`src/rtl/seg7_reg_display_pkg.sv`:
```
// Shared definitions for the register 7-segment display: converter states,
// glyph constants and the hex glyph lookup.
package seg7_reg_display_pkg;

  // Five BCD digits cover any 16-bit operand (0..65535).
  localparam int BCD_W = 20;

  // Segment patterns are active-low, ordered {g,f,e,d,c,b,a}.
  localparam logic [6:0] SEG_BLANK = 7'h7F;
  localparam logic [6:0] SEG_DASH  = 7'h3F;

  typedef enum logic [1:0] {
    ST_IDLE,
    ST_LOAD,
    ST_SHIFT,
    ST_DONE
  } bcd_state_e;

  // Standard hex glyphs; 'b' and 'd' are lowercase so they differ from '8' and '0'.
  function automatic logic [6:0] hex_glyph(input logic [3:0] nib);
    logic [6:0] g;
    case (nib)
      4'h0:    g = 7'h40;
      4'h1:    g = 7'h79;
      4'h2:    g = 7'h24;
      4'h3:    g = 7'h30;
      4'h4:    g = 7'h19;
      4'h5:    g = 7'h12;
      4'h6:    g = 7'h02;
      4'h7:    g = 7'h78;
      4'h8:    g = 7'h00;
      4'h9:    g = 7'h10;
      4'hA:    g = 7'h08;
      4'hB:    g = 7'h03;
      4'hC:    g = 7'h46;
      4'hD:    g = 7'h21;
      4'hE:    g = 7'h06;
      default: g = 7'h0E;
    endcase
    return g;
  endfunction

endpackage

```
`src/rtl/seg7_reg_display_bin2bcd.sv`:
```
// Sequential shift-add-3 (double-dabble) binary to BCD converter.
// One start pulse in IDLE runs LOAD (1 cycle), SHIFT (DW cycles), DONE (1 cycle).
module seg7_reg_display_bin2bcd
  import seg7_reg_display_pkg::*;
#(
  parameter int DW = 16
) (
  input  logic             CLK,
  input  logic             RST_N,
  input  logic             start,
  input  logic [DW-1:0]    bin,
  output logic [BCD_W-1:0] bcd,
  output logic [DW-1:0]    op,
  output logic             done,
  output logic             busy
);

  localparam int SR_W  = BCD_W + DW;
  localparam int CNT_W = (DW > 1) ? $clog2(DW) : 1;

  bcd_state_e       state_q, state_d;
  logic [SR_W-1:0]  sr_q;
  logic [SR_W-1:0]  sr_adj;
  logic [CNT_W-1:0] cnt_q;
  logic [DW-1:0]    op_q;

  // Converter state register.
  always_ff @(posedge CLK or negedge RST_N) begin
    if (!RST_N) state_q <= ST_IDLE;
    else        state_q <= state_d;
  end

  // Next-state and status decode.
  always_comb begin
    // NOTE: every signal written here gets a default first, so no path can infer a latch.
    state_d = state_q;
    done    = 1'b0;
    busy    = (state_q != ST_IDLE);
    case (state_q)
      ST_IDLE:  if (start) state_d = ST_LOAD;
      ST_LOAD:  state_d = ST_SHIFT;
      ST_SHIFT: if (cnt_q == CNT_W'(DW - 1)) state_d = ST_DONE;
      ST_DONE: begin
        done    = 1'b1;
        state_d = ST_IDLE;
      end
      default:  state_d = ST_IDLE;
    endcase
  end

  // Add 3 to every BCD nibble that is 5 or more, ahead of the next left shift.
  always_comb begin
    sr_adj = sr_q;
    for (int i = 0; i < BCD_W / 4; i++) begin
      if (sr_q[DW + 4*i +: 4] >= 4'd5)
        sr_adj[DW + 4*i +: 4] = sr_q[DW + 4*i +: 4] + 4'd3;
    end
  end

  // Datapath: capture the operand on LOAD, then adjust-and-shift once per SHIFT cycle.
  always_ff @(posedge CLK or negedge RST_N) begin
    // NOTE: registers use non-blocking assignments so every flop samples pre-edge values.
    if (!RST_N) begin
      sr_q  <= '0;
      cnt_q <= '0;
      op_q  <= '0;
    end else begin
      case (state_q)
        ST_LOAD: begin
          op_q  <= bin;
          sr_q  <= {{BCD_W{1'b0}}, bin};
          cnt_q <= '0;
        end
        ST_SHIFT: begin
          sr_q  <= {sr_adj[SR_W-2:0], 1'b0};
          cnt_q <= cnt_q + CNT_W'(1);
        end
        default: ;
      endcase
    end
  end

  assign bcd = sr_q[SR_W-1:DW];
  assign op  = op_q;

endmodule

```
`src/rtl/seg7_reg_display.sv`:
```
// Shows the low DW bits of CPU register 2 or 3 on a 4-digit common-anode
// 7-segment display, in hex or in decimal with leading-zero blanking.
module seg7_reg_display
  import seg7_reg_display_pkg::*;
#(
  parameter int REFRESH_DIV = 100000,
  parameter int DW          = 16
) (
  input  logic        CLK,
  input  logic        RST_N,
  input  logic [31:0] reg_2,
  input  logic [31:0] reg_3,
  input  logic        sel_reg,
  input  logic        hex_mode,
  output logic [3:0]  an,
  output logic [6:0]  seg,
  output logic        dp,
  output logic        busy
);

  localparam int RC_W = (REFRESH_DIV > 1) ? $clog2(REFRESH_DIV) : 1;

  logic [DW-1:0]    src;
  logic [DW-1:0]    op_q;
  logic [BCD_W-1:0] bcd;
  logic [BCD_W-1:0] dec_q;
  logic             conv_done;
  logic             conv_busy;
  logic             start;

  logic [RC_W-1:0]  refresh_q;
  logic [1:0]       idx_q;

  logic [15:0]      hex_val;
  logic [3:0]       blank_mask;
  logic [3:0]       an_d;
  logic [6:0]       seg_d;
  logic [3:0]       an_q;
  logic [6:0]       seg_q;

  // Only the low DW bits of each tap are displayed.
  logic unused_tap_hi;
  assign unused_tap_hi = ^{reg_2[31:DW], reg_3[31:DW]};

  assign src = sel_reg ? reg_3[DW-1:0] : reg_2[DW-1:0];

  // A new conversion is requested only from IDLE; changes seen mid-conversion
  // are picked up once the current one has finished.
  assign start = !conv_busy && (src != op_q);

  seg7_reg_display_bin2bcd #(.DW(DW)) u_bin2bcd (
    .CLK   (CLK),
    .RST_N (RST_N),
    .start (start),
    .bin   (src),
    .bcd   (bcd),
    .op    (op_q),
    .done  (conv_done),
    .busy  (conv_busy)
  );

  // Latch the finished decimal digits while the converter is in DONE.
  always_ff @(posedge CLK or negedge RST_N) begin
    if (!RST_N)         dec_q <= '0;
    else if (conv_done) dec_q <= bcd;
  end

  // Refresh counter; the digit index advances on its terminal count.
  always_ff @(posedge CLK or negedge RST_N) begin
    if (!RST_N) begin
      refresh_q <= '0;
      idx_q     <= '0;
    end else if (refresh_q == RC_W'(REFRESH_DIV - 1)) begin
      refresh_q <= '0;
      idx_q     <= idx_q + 2'd1;
    end else begin
      refresh_q <= refresh_q + RC_W'(1);
    end
  end

  assign hex_val = 16'(op_q);

  // Leading-zero blanking: a digit blanks while it and every higher digit are 0.
  always_comb begin
    blank_mask    = 4'b0000;
    blank_mask[3] = (dec_q[15:12] == 4'd0);
    blank_mask[2] = blank_mask[3] && (dec_q[11:8] == 4'd0);
    blank_mask[1] = blank_mask[2] && (dec_q[7:4] == 4'd0);
  end

  // Glyph for the digit currently being scanned.
  always_comb begin
    an_d = ~(4'b0001 << idx_q);
    if (hex_mode)
      seg_d = hex_glyph(hex_val[{idx_q, 2'b00} +: 4]);
    else if (dec_q[19:16] != 4'd0)
      seg_d = SEG_DASH;
    else if (blank_mask[idx_q])
      seg_d = SEG_BLANK;
    else
      seg_d = hex_glyph(dec_q[{idx_q, 2'b00} +: 4]);
  end

  // Anode and segment outputs share one register stage so they always change together.
  always_ff @(posedge CLK or negedge RST_N) begin
    if (!RST_N) begin
      an_q  <= 4'b1111;
      seg_q <= SEG_BLANK;
    end else begin
      an_q  <= an_d;
      seg_q <= seg_d;
    end
  end

  assign an   = an_q;
  assign seg  = seg_q;
  assign dp   = 1'b1;
  assign busy = conv_busy;

endmodule

```
`config.mk`:
```
export PLATFORM = sky130hd
export DESIGN_NAME = seg7_reg_display
export DESIGN_NICKNAME = d
export VERILOG_FILES = /design/src/rtl/seg7_reg_display_pkg.sv /design/src/rtl/seg7_reg_display_bin2bcd.sv /design/src/rtl/seg7_reg_display.sv
export SDC_FILE = /design/constraint.sdc
export NUM_CORES = 1
export LEC_CHECK = 0
export BUFFER_PORTS_ARGS = -buffer_cell sky130_fd_sc_hd__buf_2
export CAP_MARGIN = 20
export CORE_MARGIN = 5
export CORE_UTILIZATION = 52
export DETAILED_ROUTE_END_ITERATION = 8
export PLACE_DENSITY_LB_ADDON = 0.15
export SLEW_MARGIN = 5
export SYNTH_ARGS = -nofsm -noshare
export SYNTH_HDL_FRONTEND = slang
export SYNTH_SLANG_ARGS = --single-unit
```
`constraint.sdc`:
```
create_clock -name CLK -period 1.95 [get_ports CLK]
set_input_delay 0.2925 -clock CLK [delete_from_list [all_inputs] [get_ports CLK]]
set_output_delay 0.2925 -clock CLK [all_outputs]
set_load 0.005 [all_outputs]
```
==> summary.md <==
| Metric | Value |
|---|---|
| Outcome | `finished, violations left` |
| Failing checks | `negative hold slack, negative setup slack` |
| Site Rows | `38` |
| Placed insts | `778` |
| Clk Tree Root Cell | `clkbuf_16` |
| Critical Path Max Stage Delay | `580 ps` |
| Worst Setup End Kind | `register` |
| GR Overflow Total | `0` |
| Mapped Area | `0.005894 sq mm` |
| Final setup fails | `5` |
| Share of post-route cells with drive strength above 1 | `33.64%` |
| Placed Instance Area | `0.006636 sq mm` |
| Max-slew violation count | `0` |
| Tcrit/Tclk final | `106.0%` |
| Syn_nets | `663` |
| Worst Skew | `8.377 ps` |
| Vias | `4310` |
| Starting DRT DRC Count | `257` |
| Final #Nets | `755` |
| Static Leak | `3.212 nW` |
| Finished Layout Cells | `800` |
| Critical Path RT | `2230 ps` |
| Die Ht | `116.5 microns` |
| Min-Delay Path Class | `input pin to asynchronous set/reset pin` |
| Worst hold margin | `-28.09 ps` |
| DRC | `0` |
| Cells after Synth | `563` |
| First-pass GRT wire length | `21330 microns` |
| Worst slew pin tran | `589.1 ps` |
| Drt first pass iters | `4` |
| Cell accounting for the most synthesized area | `dfrtp_1` |
| Unrepaired setup endpoints after global routing | `yes` |
| CTS Hold Buffers Added | `0` |
| Die footprint | `0.01356 sq mm` |
| CTS Buf Count | `9` |
| Detail Route Antenna Nets | `0` |
| Core ar. | `0.01098 sq mm` |
| # fillers | `873` |
| Initial Util | `53.67%` |
| Crit path max fanout | `5` |
| Clk slew on worst S/H paths | `80 ps` |
| Post-synth EDFFs | `0` |
| CP bufs+invs | `2` |
| Port bufs | `47` |
| Cell variety after synth | `47` |
| Setup slack after layout | `-117.3 ps` |
| Slowest-stage cell, CP | `mux4_2` |
| HPWL after DPL | `8969 microns` |
| Top cells by area, synth | `dfrtp_1 (41%), mux2_2 (7.1%), ha_1 (6.8%)` |
| YS warnings | `0` |
| Count leader, synth | `dfrtp_1` |
| Vias in the first global route | `4452` |
| Synth Area per Inst | `10.47 sq um` |
| Antenna violations before repair | `0` |
| Register area share after synthesis | `46.08%` |
| Area growth, synth to finish | `21.82%` |
| Routed len/inst | `15.93 microns` |
| Pin count of the biggest net entering global routing | `109` |
| Async SR Flop Fraction | `100.0%` |
| Routed wire length | `12750 microns` |
| Yosys reg bits | `108` |
| Diode count | `0` |
| Synth top area share | `41.18%` |
| Tot GR Track Use | `19.97%` |
| Crit path cell chain | `buf_4 > mux4_2 > buf_6 > mux2_1 > nand2_1 > o21ai_1 > nand2_1 > o21ai_1` |
| CP arrival | `2340 ps` |
| Num Clock Sinks | `108` |
| Hold Fails Final Rpt | `7` |
| IO Count | `81` |
| Setup CP Type | `register to register` |
| Via density per instance | `5.388` |
| Min Clock Period, post-route | `2067 ps` |
| Worst-case vdd ir drop | `0.0008447 V` |
| P per Cell Area | `1305 mW/mm^2` |
| Fmax | `0.4837 GHz` |
| Max Cap Viol | `0` |
| Die X | `116.5 microns` |
| Clk_lat worst skew | `360 ps` |
| Headroom to the max-slew limit | `60.73%` |
| CTS tree | `yes` |
| Cell family with most CP delay | `multiplexers` |
| GP Congestion | `0.8716` |
| Clk buf depth | `2` |
| Most frequent cells after synthesis | `dfrtp_1 (97), inv_1 (40), nor2_1 (40)` |
| # H-tree levels | `3` |
| Nature of the critical path startpoint | `register` |
| Most used DFF post-synth | `dfrtp_1` |
| Final Instance Area | `0.007181 sq mm` |
## cells by family after synthesis
family          after synthesis  share of synthesized area [%]
flops                       108                          46.08
other cells                   1                        0.06362
mux                          67                          14.46
simple gates                139                          11.10
compound gates              107                          10.34
buf+inv                      68                          5.073
xor+xnor                     41                          6.092
fa+ha+maj                    32                          6.793
## area by class of cell
cell class / instances / area [sq um] / area share (%)
tap: 140 / 175.2 / 2.439
clock buffer: 10 / 239.0 / 3.328
clock inverter: 6 / 51.30 / 0.7144
timing repair buffer: 108 / 775.7 / 10.80
multi-input combinational: 387 / 3065 / 42.69
inverter: 41 / 156.4 / 2.178
sequential: 108 / 2718 / 37.85
## state kept, by name (all words and copies together) (netlist names)
register / count
refresh_q: 17
dec_q: 20
u_bin2bcd.sr_q: 36
u_bin2bcd.cnt_q: 4
u_bin2bcd.op: 16
seg: 7
idx_q: 2
an: 4
u_bin2bcd.state_q: 2
## metrics by stage
stage | power [mW] | TNS [ps] | hold WS, ps | setup slack [ps] | utilization [%]
6_report | 9.370 | -337.0 | -28.09 | -117.3 | 65.38
4_1_cts | 9.092 | -201.4 | 17.13 | -51.06 | 63.75
3_3_place_gp | 6.972 | -958.6 | 407.3 | -247.6 | 60.42
5_1_grt | 10.00 | -998.0 | 34.71 | -220.8 | 65.38
2_1_floorplan | 5.840 | -200.2 | -3.091 | -105.5 | -
3_5_place_dp | 7.132 | -1236 | 413.6 | -309.4 | 60.42
## routing by layer
layer / routed length (microns) / GRT usage (%)
met2: 6172 / 33.18
met1: 5778 / 26.32
met3: 594 / 4.715
met5: 0 / 0
met4: 200 / 5.568
## power by group
group / internal [mW] / switching, mW / total, mW / leakage [nW]
sequential: 2.85 / 0.374 / 3.22 / 1.37
combinational: 2.10 / 2.24 / 4.34 / 1.70
clock: 0.928 / 0.885 / 1.81 / 0.146
## worst paths after layout
check	startpoint	end	slack, ps	depth (start not counted)
worst max-delay path	idx_q[0]	seg[6]	-120	8
worst max register to register	idx_q[0]	seg[6]	-120	8
worst min register to register	refresh_q[0]	refresh_q[0]	480	1
max in group asynchronous	RST_N	idx_q[0]	1500	2
min in group CLK	hex_mode	seg[6]	280	3
worst min-delay path	RST_N	u_bin2bcd.sr_q[7]	-30	2
## cells in the final DEF (no fill, tap or decap), types with 12 or more instances in the layout
cell	Yosys	layout
a21oi_1	34	31
buf_2	1	46
buf_4	1	51
dfrtp_1	97	96
ha_1	32	23
inv_1	40	36
mux2_2	37	37
nand2_1	35	34
nand3_1	16	16
nor2_1	40	40
o21ai_0	39	37
o22ai_1	13	12
xnor2_1	34	34
## timing repair
item,4_1_cts,5_1_grt
pin swaps,5,11
setup buffers,4,2
gates cloned,0,0
resized for setup,14,33
endpoints found under the setup margin,7,8
Note: power is estimated with default switching activity, not from simulation.
